### src/rtl/readout_pkg.sv
// Shared types and constants for the readout window featurizer.
// Input word field positions and the feature width helper live here.
package readout_pkg;

  typedef enum logic [2:0] {
    IDLE,
    ACCUM,
    EMIT,
    WAIT_PRED,
    STORE
  } state_t;

  localparam int I_MSB = 31;
  localparam int I_LSB = 18;
  localparam int Q_MSB = 17;
  localparam int Q_LSB = 4;

  function automatic int calc_feat_w(
    input int iq_in,
    input int shift_m,
    input int seg,
    input int shift_n
  );
    return iq_in - shift_m + $clog2(seg) - shift_n;
  endfunction

endpackage

### src/rtl/window_accumulator.sv
// Bank of signed I/Q running sums, one pair per window.
// Sums are packed as {q[w], i[w]} pairs, window 0 in the low bits.
module window_accumulator #(
  parameter int NUM_WINDOWS = 2,
  parameter int IQ_W        = 5,
  parameter int ACC_W       = 7,
  parameter int SHIFT_N     = 0,
  parameter int WIN_W       = 1,
  parameter int FEAT_W      = ACC_W - SHIFT_N
) (
  input  logic                              ap_clk,
  input  logic                              rst,
  input  logic                              clr,
  input  logic                              en,
  input  logic [WIN_W-1:0]                  win,
  input  logic [IQ_W-1:0]                   s_i,
  input  logic [IQ_W-1:0]                   s_q,
  output logic [2*NUM_WINDOWS*FEAT_W-1:0]   feats
);

  logic signed [ACC_W-1:0] acc_i [NUM_WINDOWS];
  logic signed [ACC_W-1:0] acc_q [NUM_WINDOWS];
  logic signed [ACC_W-1:0] ext_i;
  logic signed [ACC_W-1:0] ext_q;

  assign ext_i = {{(ACC_W-IQ_W){s_i[IQ_W-1]}}, s_i};
  assign ext_q = {{(ACC_W-IQ_W){s_q[IQ_W-1]}}, s_q};

  // Clear all windows at shot start, otherwise add into the active window.
  always_ff @(posedge ap_clk or posedge rst) begin
    if (rst) begin
      for (int w = 0; w < NUM_WINDOWS; w++) begin
        acc_i[w] <= '0;
        acc_q[w] <= '0;
      end
    end else if (clr) begin
      for (int w = 0; w < NUM_WINDOWS; w++) begin
        acc_i[w] <= '0;
        acc_q[w] <= '0;
      end
    end else if (en) begin
      acc_i[win] <= acc_i[win] + ext_i;
      acc_q[win] <= acc_q[win] + ext_q;
    end
  end

  // Post-shift and pack the sums into the feature vector.
  always_comb begin
    feats = '0;
    for (int w = 0; w < NUM_WINDOWS; w++) begin
      feats[(2*w)*FEAT_W +: FEAT_W]   = FEAT_W'(acc_i[w] >>> SHIFT_N);
      feats[(2*w+1)*FEAT_W +: FEAT_W] = FEAT_W'(acc_q[w] >>> SHIFT_N);
    end
  end

endmodule

### src/rtl/readout_window_featurizer.sv
// Streaming I/Q window featurizer with classifier handoff.
// Writes each prediction (or all-ones on timeout) to a wrapping BRAM.
module readout_window_featurizer
  import readout_pkg::*;
#(
  parameter int NUM_WINDOWS    = 2,
  parameter int WINDOW_SIZE    = 400,
  parameter int DATA_WIDTH     = 32,
  parameter int IQ_WIDTH_IN    = 14,
  parameter int SHIFT_M        = 9,
  parameter int SHIFT_N        = 0,
  parameter int PRED_BITS      = 2,
  parameter int BRAM_ADDR_BITS = 14,
  parameter int PRED_TIMEOUT   = 64,
  localparam int SEG     = WINDOW_SIZE / NUM_WINDOWS,
  localparam int IQ_W    = IQ_WIDTH_IN - SHIFT_M,
  localparam int ACC_W   = IQ_W + $clog2(SEG),
  localparam int FEAT_W  =
    calc_feat_w(IQ_WIDTH_IN, SHIFT_M, SEG, SHIFT_N),
  localparam int FEATS_W = 2 * NUM_WINDOWS * FEAT_W
) (
  input  logic                      ap_clk,
  input  logic                      rst,
  input  logic                      trigger,
  input  logic [DATA_WIDTH-1:0]     in_TDATA,
  input  logic                      in_TVALID,
  output logic [FEATS_W-1:0]        feat_TDATA,
  output logic                      feat_TVALID,
  input  logic                      feat_TREADY,
  input  logic [PRED_BITS-1:0]      pred_TDATA,
  input  logic                      pred_TVALID,
  input  logic                      addr_clear,
  output logic [BRAM_ADDR_BITS-1:0] out_ADDR,
  output logic [PRED_BITS-1:0]      out_DATA,
  output logic                      out_WE,
  output logic                      busy,
  output logic [15:0]               drop_cnt,
  output logic                      timeout_err
);

  localparam int WIN_W = (NUM_WINDOWS > 1) ? $clog2(NUM_WINDOWS) : 1;
  localparam int SEG_W = (SEG > 1) ? $clog2(SEG) : 1;
  localparam int TOT_W = $clog2(WINDOW_SIZE + 1);
  localparam int TMO_W = $clog2(PRED_TIMEOUT + 1);

  state_t state;
  state_t state_nx;

  logic [SEG_W-1:0] seg_cnt;
  logic [WIN_W-1:0] win;
  logic [TOT_W-1:0] tot_cnt;
  logic [TMO_W-1:0] tmo_cnt;

  logic start;
  logic smp;
  logic last;
  logic tmo_hit;
  logic unused_bits;

  assign unused_bits = &{1'b0, in_TDATA};

  assign start   = (state == IDLE) && trigger;
  assign smp     = (state == ACCUM) && in_TVALID;
  assign last    = smp && (tot_cnt == TOT_W'(WINDOW_SIZE - 1));
  assign tmo_hit = (state == WAIT_PRED) && !pred_TVALID &&
                   (tmo_cnt == TMO_W'(PRED_TIMEOUT - 1));

  window_accumulator #(
    .NUM_WINDOWS (NUM_WINDOWS),
    .IQ_W        (IQ_W),
    .ACC_W       (ACC_W),
    .SHIFT_N     (SHIFT_N),
    .WIN_W       (WIN_W),
    .FEAT_W      (FEAT_W)
  ) u_acc (
    .ap_clk (ap_clk),
    .rst    (rst),
    .clr    (start),
    .en     (smp),
    .win    (win),
    .s_i    (in_TDATA[I_MSB:I_LSB+SHIFT_M]),
    .s_q    (in_TDATA[Q_MSB:Q_LSB+SHIFT_M]),
    .feats  (feat_TDATA)
  );

  // State register.
  always_ff @(posedge ap_clk or posedge rst) begin
    if (rst) state <= IDLE;
    else     state <= state_nx;
  end

  // Next-state logic.
  always_comb begin
    state_nx = state;
    case (state)
      IDLE:      if (trigger) state_nx = ACCUM;
      ACCUM:     if (last) state_nx = EMIT;
      EMIT:      if (feat_TREADY) state_nx = WAIT_PRED;
      WAIT_PRED: if (pred_TVALID || tmo_hit) state_nx = STORE;
      STORE:     state_nx = IDLE;
      default:   state_nx = IDLE;
    endcase
  end

  // State-decoded outputs.
  always_comb begin
    feat_TVALID = (state == EMIT);
    out_WE      = (state == STORE);
    busy        = (state != IDLE);
  end

  // Sample, window and intra-window counters.
  always_ff @(posedge ap_clk or posedge rst) begin
    if (rst) begin
      seg_cnt <= '0;
      win     <= '0;
      tot_cnt <= '0;
    end else if (start) begin
      seg_cnt <= '0;
      win     <= '0;
      tot_cnt <= '0;
    end else if (smp) begin
      tot_cnt <= tot_cnt + 1'b1;
      if (seg_cnt == SEG_W'(SEG - 1)) begin
        seg_cnt <= '0;
        win     <= win + 1'b1;
      end else begin
        seg_cnt <= seg_cnt + 1'b1;
      end
    end
  end

  // Prediction wait timer, restarts on every WAIT_PRED entry.
  always_ff @(posedge ap_clk or posedge rst) begin
    if (rst)                     tmo_cnt <= '0;
    else if (state != WAIT_PRED) tmo_cnt <= '0;
    else                         tmo_cnt <= tmo_cnt + 1'b1;
  end

  // Latch the prediction, or all-ones if the classifier never answers.
  always_ff @(posedge ap_clk or posedge rst) begin
    if (rst) begin
      out_DATA    <= '0;
      timeout_err <= 1'b0;
    end else if (state == WAIT_PRED) begin
      if (pred_TVALID) begin
        out_DATA <= pred_TDATA;
      end else if (tmo_hit) begin
        out_DATA    <= '1;
        timeout_err <= 1'b1;
      end
    end
  end

  // Write address: advance after each store, clearable only when idle.
  always_ff @(posedge ap_clk or posedge rst) begin
    if (rst)                           out_ADDR <= '0;
    else if (state == STORE)           out_ADDR <= out_ADDR + 1'b1;
    else if (state == IDLE && addr_clear) out_ADDR <= '0;
  end

  // Count triggers that arrive while a shot is in flight.
  always_ff @(posedge ap_clk or posedge rst) begin
    if (rst) drop_cnt <= '0;
    else if (trigger && state != IDLE && drop_cnt != 16'hFFFF)
      drop_cnt <= drop_cnt + 1'b1;
  end

endmodule
### config.mk
export PLATFORM = sky130hd
export DESIGN_NAME = readout_window_featurizer
export DESIGN_NICKNAME = d
export VERILOG_FILES = /design/src/rtl/readout_pkg.sv /design/src/rtl/window_accumulator.sv /design/src/rtl/readout_window_featurizer.sv
export SDC_FILE = /design/constraint.sdc
export NUM_CORES = 1
export LEC_CHECK = 0
export ABC_AREA = 1
export CAP_MARGIN = 20
export CORE_MARGIN = 3
export CORE_UTILIZATION = 30
export CTS_CLUSTER_DIAMETER = 30
export DETAILED_ROUTE_END_ITERATION = 7
export GPL_TIMING_DRIVEN = 0
export PLACE_DENSITY_LB_ADDON = 0.2
export SLEW_MARGIN = 20
export SYNTH_ARGS = -nofsm -noshare
export SYNTH_HDL_FRONTEND = slang
export SYNTH_SLANG_ARGS = --single-unit
### constraint.sdc
create_clock -name ap_clk -period 7.9 [get_ports ap_clk]
set_input_delay 1.185 -clock ap_clk [delete_from_list [all_inputs] [get_ports ap_clk]]
set_output_delay 1.185 -clock ap_clk [all_outputs]
set_load 0.01 [all_outputs]
==> metrics.cfg, run 1 <==
[critical_path]
cp-start-kind = flip-flop
r2r_slack_ns = 4.97
crit_type = reg -> out
worstSetupStartpoint = state[0]
cp_slowest_stage_delay_ns = 0.57
critPathCapture = out_WE
cp_max_fo = 10
worstPathRequired_ns = 6.71
ff2ff_path_depth = 15
critPathArrivalTime_ns = 2.06
cp_cell_sequence = inv_2 -> nand3_2 -> inv_1 -> buf_2 -> clkdlybuf4s50_1
cp-end-kind = output pin
r2r-start = win
r2r-end = u_acc.feats[19]
critPathSlowestCell = clkdlybuf4s50_1

[timing]
max_slew.worst_pin.slew_ns = 0.601
hold_viol_final = 0
period_minus_slack_ns = 3.24
finalSetupViolations = 0
rsz0062_at_grt = no
finalCritPeriodShare = 0.411
slew_headroom = 0.599
fin_skew_ns = 0.0112
slew_violations = 0
tns_ns = 0
fmax_mhz = 308

[global_routing]
antenna_found_initial = 0
grtUsageTotal = 0.156
grt_pass1_vias = 6506
gr-total-overflow = 0
grt_pass1_wl_um = 32700
grt_max_degree = 67

[layout]
multi_input_area_um2 = 3610
drive_gt1_frac = 0.0707
diodes = 0
final.fill_count = 2405
area_growth_syn_to_layout_pct = 29.6
post-route-util = 0.401
nets = 1191
fin_area_um2 = 9220
regArea_um2 = 2830

[synth]
synth-edff-count = 0
synth_area_leaders = dfrtp_1 (40%), nand2_1 (20%), inv_1 (7.2%)
syn_area_um2 = 7110
syn-num-nets = 1065
synthTopCellsByCount = nand2_1 (379), inv_1 (137), dfrtp_1 (113)
synthFlopType = dfrtp_1
yosys_warnings = 0
synth_most_common_cell = nand2_1
yosys_register_bits = 113
synth_cell_type_count = 46
synth_area_per_cell_um2 = 7.16
async_flop_share = 1.00
yosysSeqAreaShare = 0.398
synth_cells = 993
synth_top_area_frac = 0.398
synth_top_area_cell = dfrtp_1

[cts]
tritoncts = built
cts-root-buf = clkbuf_16
cts_made_buffers = 17
clock_latency_ns = 0.42
cts_setup_buffers = 0
clkSlewWorstSetupHoldPaths_ns = 0.06
cts_hold_buf = 0
clockBufferDepth = 2
postCtsResizedCells = 0
htree_levels = 4
clock-sinks = 113

[power]
total_power_mw = 3.23
irDropWorstVdd_v = 0.000150
leakage_nw = 4.61
powerDensity_nw_per_um2 = 351

[floorplan]
initial_core_util = 0.309
coreArea_um2 = 23000
num_rows = 55
die_area_um2 = 25600
die_y_um = 160
io_pins = 129
die_w_um = 160

[outcome]
outcome = finished, final reports clean

[job]
cap_violations = 0

[detailed_routing]
drc = 0
drt_wl_total_um = 19400
drtIter0Drc = 415
drtPass1Iterations = 6
routed_via_density = 4.59
routedWlPerCell_um = 13.4
num_vias = 6628
postRouteAntennaNets = 0

[placed_design]
placedInstanceArea_um2 = 8600
hpwl_um = 14300
io_buffers = 106
finalWeightedCongestion = 0.849

[hold_path]
hold_class = reg -> reg

stage by stage:
step	std cells	hold slack (ns)	setup WS, ns
detailed placement	1413	0.472	4.67
global placement	1412	0.459	1.73
CTS	1445	0.485	4.62
floorplan	993	0.451	3.73
global route	1445	0.508	4.51
finish	1445	0.476	4.66
cell usage in the layout (no fill, tap or decap), types with 3 or more instances in the layout:
cell type	n
xor2_1	13
nand3_4	3
clkbuf_1	3
o21ai_0	47
o21ai_1	3
nor2_1	55
nand2_1	379
nand4_1	21
xnor2_1	9
nor3_1	11
inv_2	9
ha_1	29
nand3_1	74
inv_1	136
dfrtp_1	113
buf_2	3
o22ai_1	12
clkinv_4	3
nor2_4	3
a21oi_1	18
or2_2	3
buf_6	6
o31ai_1	3
bufinv_16	3
clkbuf_16	17
inv_6	6
inv_4	3
clkdlybuf4s50_1	106
nand3b_1	7
worst max-delay path, delay by kind of cell (launching register included):
family                 cells  cell delay [ns]
buffers and inverters      4             1.03
flip-flops                 1             0.42
AND/OR/NAND/NOR            1             0.19
layout make-up:
cell class | instances | area share
multi-input cells | 716 | 0.391
flip-flops and latches | 113 | 0.307
repair buffers | 107 | 0.118
inverters | 150 | 0.0626
clock buffers | 17 | 0.0461
well taps | 313 | 0.0425
clock inverters | 15 | 0.0214
plain buffers | 14 | 0.0114
registers in the layout, summed over array words and instances, names as in the netlist:
| register | count |
|---|---|
| u_acc.feats | 52 |
| out_DATA | 2 |
| timeout_err | 1 |
| drop_cnt | 16 |
| tot_cnt | 9 |
| win | 1 |
| out_ADDR | 14 |
| state | 3 |
| tmo_cnt | 7 |
| seg_cnt | 8 |
layer usage:
metal / vias up / share of wire / global-route usage / routed length [µm]
met2: 113 / 0.47 / 0.257 / 9010
met4: 0 / 0.012 / 0.0454 / 225
met3: 15 / 0.038 / 0.0327 / 735
met1: 3076 / 0.49 / 0.209 / 9390
met5: - / 0 / 0 / 0
li1: 3424 / - / - / -
power by group:
part	leakage, nW	switching [mW]	total [mW]	internal (mW)
Combinational	2.80	0.904	1.52	0.617
Sequential	1.51	0.150	0.886	0.736
Clock	0.299	0.319	0.826	0.507
how the worst min path moves through the flow:
stage | startpoint | end | slack, ns | depth (start not counted)
4_1_cts | tmo_cnt[5] | tmo_cnt[5] | 0.48 | 1
6_report | timeout_err | timeout_err | 0.48 | 1
3_5_place_dp | timeout_err | timeout_err | 0.47 | 1
2_1_floorplan | tmo_cnt[0] | tmo_cnt[0] | 0.45 | 1
3_3_place_gp | timeout_err | timeout_err | 0.46 | 1
5_1_grt | timeout_err | timeout_err | 0.51 | 1
cells by family after synthesis:
kind of cell,share of synthesized area
DFF,0.398
AOI/OAI and AO/OA,0.0772
adders and majority gates,0.0566
and+or+nand+nor,0.346
buffers and inverters,0.0952
xor gates and xnor gates,0.0271
No activity file was read; power rests on OpenSTA's default activity.
==> run 2: changes to the inputs <==
==> constraint.sdc (replaced) <==
create_clock -name ap_clk -period 3.3 [get_ports ap_clk]
set_input_delay 0.495 -clock ap_clk [delete_from_list [all_inputs] [get_ports ap_clk]]
set_output_delay 0.495 -clock ap_clk [all_outputs]
set_load 0.01 [all_outputs]
==> run 2 against run 1 <==
Sequential power is 140% higher. Utilization increased by 0.15 points. First-iteration DRC count decreased by 9.4%. Count of clock-buffer cells in the layout up 1. Sequential share of layout area shrank 0.11 points. Register-to-register slack lost 4.6 ns. Critical endpoint is now u_acc.feats[32]. Cell area increased by 0.37%. Largest cell class unchanged. Wire length decreased by 0.11%. Combinational power is 140% higher.
==> metrics.cfg, run 2 (synthesized netlist as in run 1, its figures left out) <==
[outcome]
outcome = finished, final reports clean

[critical_path]
cp_max_fo = 10  ; unchanged
worstPathRequired_ns = 3.60  ; -3.11 ns
ff2ff_path_depth = 15  ; unchanged
crit_type = reg -> reg
critPathArrivalTime_ns = 3.26  ; +1.20 ns
cp-start-kind = flip-flop
r2r-start = win
worstSetupStartpoint = win
cp-end-kind = flip-flop

[timing]
period_minus_slack_ns = 2.96
tns_ns = 0  ; unchanged
rsz0062_at_grt = no
max_slew.worst_pin.slew_ns = 0.555  ; -0.0467 ns
slew_violations = 0  ; unchanged
layout_setup_ws_ns = 0.338  ; -4.32 ns
fin_skew_ns = 0.0129  ; +0.00165 ns
hold_viol_final = 0  ; unchanged
finalCritPeriodShare = 0.898
finalSetupViolations = 0  ; unchanged
fmax_mhz = 338
slew_headroom = 0.630  ; +0.0312

[layout]
final.fill_count = 2402  ; -0.12%
layout_commonest_cell = nand2_1
layout_common_cells = nand2_1 (379), inv_1 (136), dfrtp_1 (113), clkdlybuf4s50_1 (106), nand3_1 (74)
multi_input_area_um2 = 3610  ; unchanged
fin_area_um2 = 9260  ; +0.37%
drive_gt1_frac = 0.0714  ; +0.000757
largest_reg_flops = 52  ; unchanged
diodes = 0  ; unchanged
post-route-util = 0.403  ; +0.00147
final_cells = 1447  ; +0.14%
regArea_um2 = 2830  ; unchanged
nets = 1194  ; +0.25%
area_growth_syn_to_layout_pct = 30.1

[placed_design]
place_inst = 1416  ; +0.21%
hpwl_um = 14700  ; +3.0%
io_buffers = 106  ; unchanged
placedInstanceArea_um2 = 8660  ; +0.77%
finalWeightedCongestion = 0.892  ; +5.0%
pre_cts_slack_ns = 0.329  ; -4.34 ns

[global_routing]
grt_max_degree = 33  ; -51%
grt_pass1_vias = 6528  ; +0.34%
met1_usage = 0.212  ; +0.00365
globalRouteMet3Util = 0.0337  ; +0.00104
grt-busiest-layer = met2
grtUsageTotal = 0.155  ; -0.00133
gr-usage-met2 = 0.251  ; -0.00600
antenna_found_initial = 0  ; unchanged
gr-total-overflow = 0  ; unchanged
grt_pass1_wl_um = 32600  ; -0.40%

[cts]
clock-sinks = 113  ; unchanged
clkSlewWorstSetupHoldPaths_ns = 0.06  ; about the same
cts_made_buffers = 17  ; unchanged
clockBufferDepth = 2  ; unchanged
htree_levels = 4  ; unchanged
clock_latency_ns = 0.41  ; about the same
cts_hold_buf = 0  ; unchanged
tritoncts = built
cts-root-buf = clkbuf_16
postCtsResizedCells = 0  ; unchanged
cts_setup_buffers = 0  ; unchanged

[power]
irDropWorstVdd_v = 0.000332  ; +120%
powerDensity_nw_per_um2 = 823  ; +130%
leakage_nw = 4.62  ; +0.39%

[floorplan]
die_w_um = 160  ; unchanged
initial_core_util = 0.309  ; unchanged
coreArea_um2 = 23000  ; unchanged
die_y_um = 160  ; unchanged
num_rows = 55  ; unchanged
io_pins = 129  ; unchanged
die_area_um2 = 25600  ; unchanged

[detailed_routing]
postRouteAntennaNets = 0  ; unchanged
drtIter0Drc = 376  ; -9.4%
drtPass1Iterations = 5  ; -1
drc = 0  ; unchanged
num_vias = 6572  ; -0.84%
routed_via_density = 4.54  ; -0.98%
routedWlPerCell_um = 13.4  ; -0.25%
drt_wl_total_um = 19300  ; -0.11%

[hold_path]
min_path_cells = 1  ; unchanged
hold_class = reg -> reg
worstHoldStart = timeout_err

[job]
cap_violations = 0  ; unchanged

==> run 2: per-stage QoR <==
step	hold WS, ns	total power, mW
after floorplan	0.451	4.43
after global placement	0.460	5.77
after detailed placement	0.465	5.82
after CTS	0.479	7.72
after global routing	0.483	8.28
final	0.472	7.62
==> run 2: final timing paths <==
check	end	slack [ns]
min in group asynchronous	out_DATA[0]	0.49
max reg2reg	u_acc.feats[32]	0.34
max in group asynchronous	seg_cnt[1]	2.18
max	u_acc.feats[32]	0.34
min reg2reg	timeout_err	0.47
min	timeout_err	0.47
==> run 2: critical path, cell delays in order (launching register included) <==
cell	delay [ns]
dfrtp_1	0.47
buf_2	0.28
buf_1	0.45
nand2_1	0.10
o21ai_0	0.11
ha_1	0.23
inv_1	0.07
fa_1	0.40
inv_1	0.10
nand3_1	0.07
nand3_1	0.18
nand2_1	0.07
nand2_1	0.09
nand2_1	0.07
nand3_1	0.09
nand2_1	0.06
==> run 2: routing by layer <==
metal / part of all wire / up-vias
li1: - / 3411
met1: 0.49 / 3003
met2: 0.46 / 143
met3: 0.043 / 15
met4: 0.012 / 0
met5: 0 / -
==> run 2: cell type report <==
cell class | count | area share
well taps | 313 | 0.0423
inverters | 150 | 0.0622
multi-input cells | 716 | 0.390
repair buffers | 110 | 0.125
flip-flops and latches | 113 | 0.306
clock buffers | 18 | 0.0464
plain buffers | 14 | 0.0114
clock inverters | 13 | 0.0174
==> run 2: power breakdown <==
part | switching [mW] | leakage, nW | internal, mW | total [mW]
Sequential | 0.353 | 1.51 | 1.76 | 2.12
Clock | 0.668 | 0.290 | 1.18 | 1.85
Combinational | 2.17 | 2.83 | 1.48 | 3.65
Total | 3.19 | 4.62 | 4.43 | 7.62
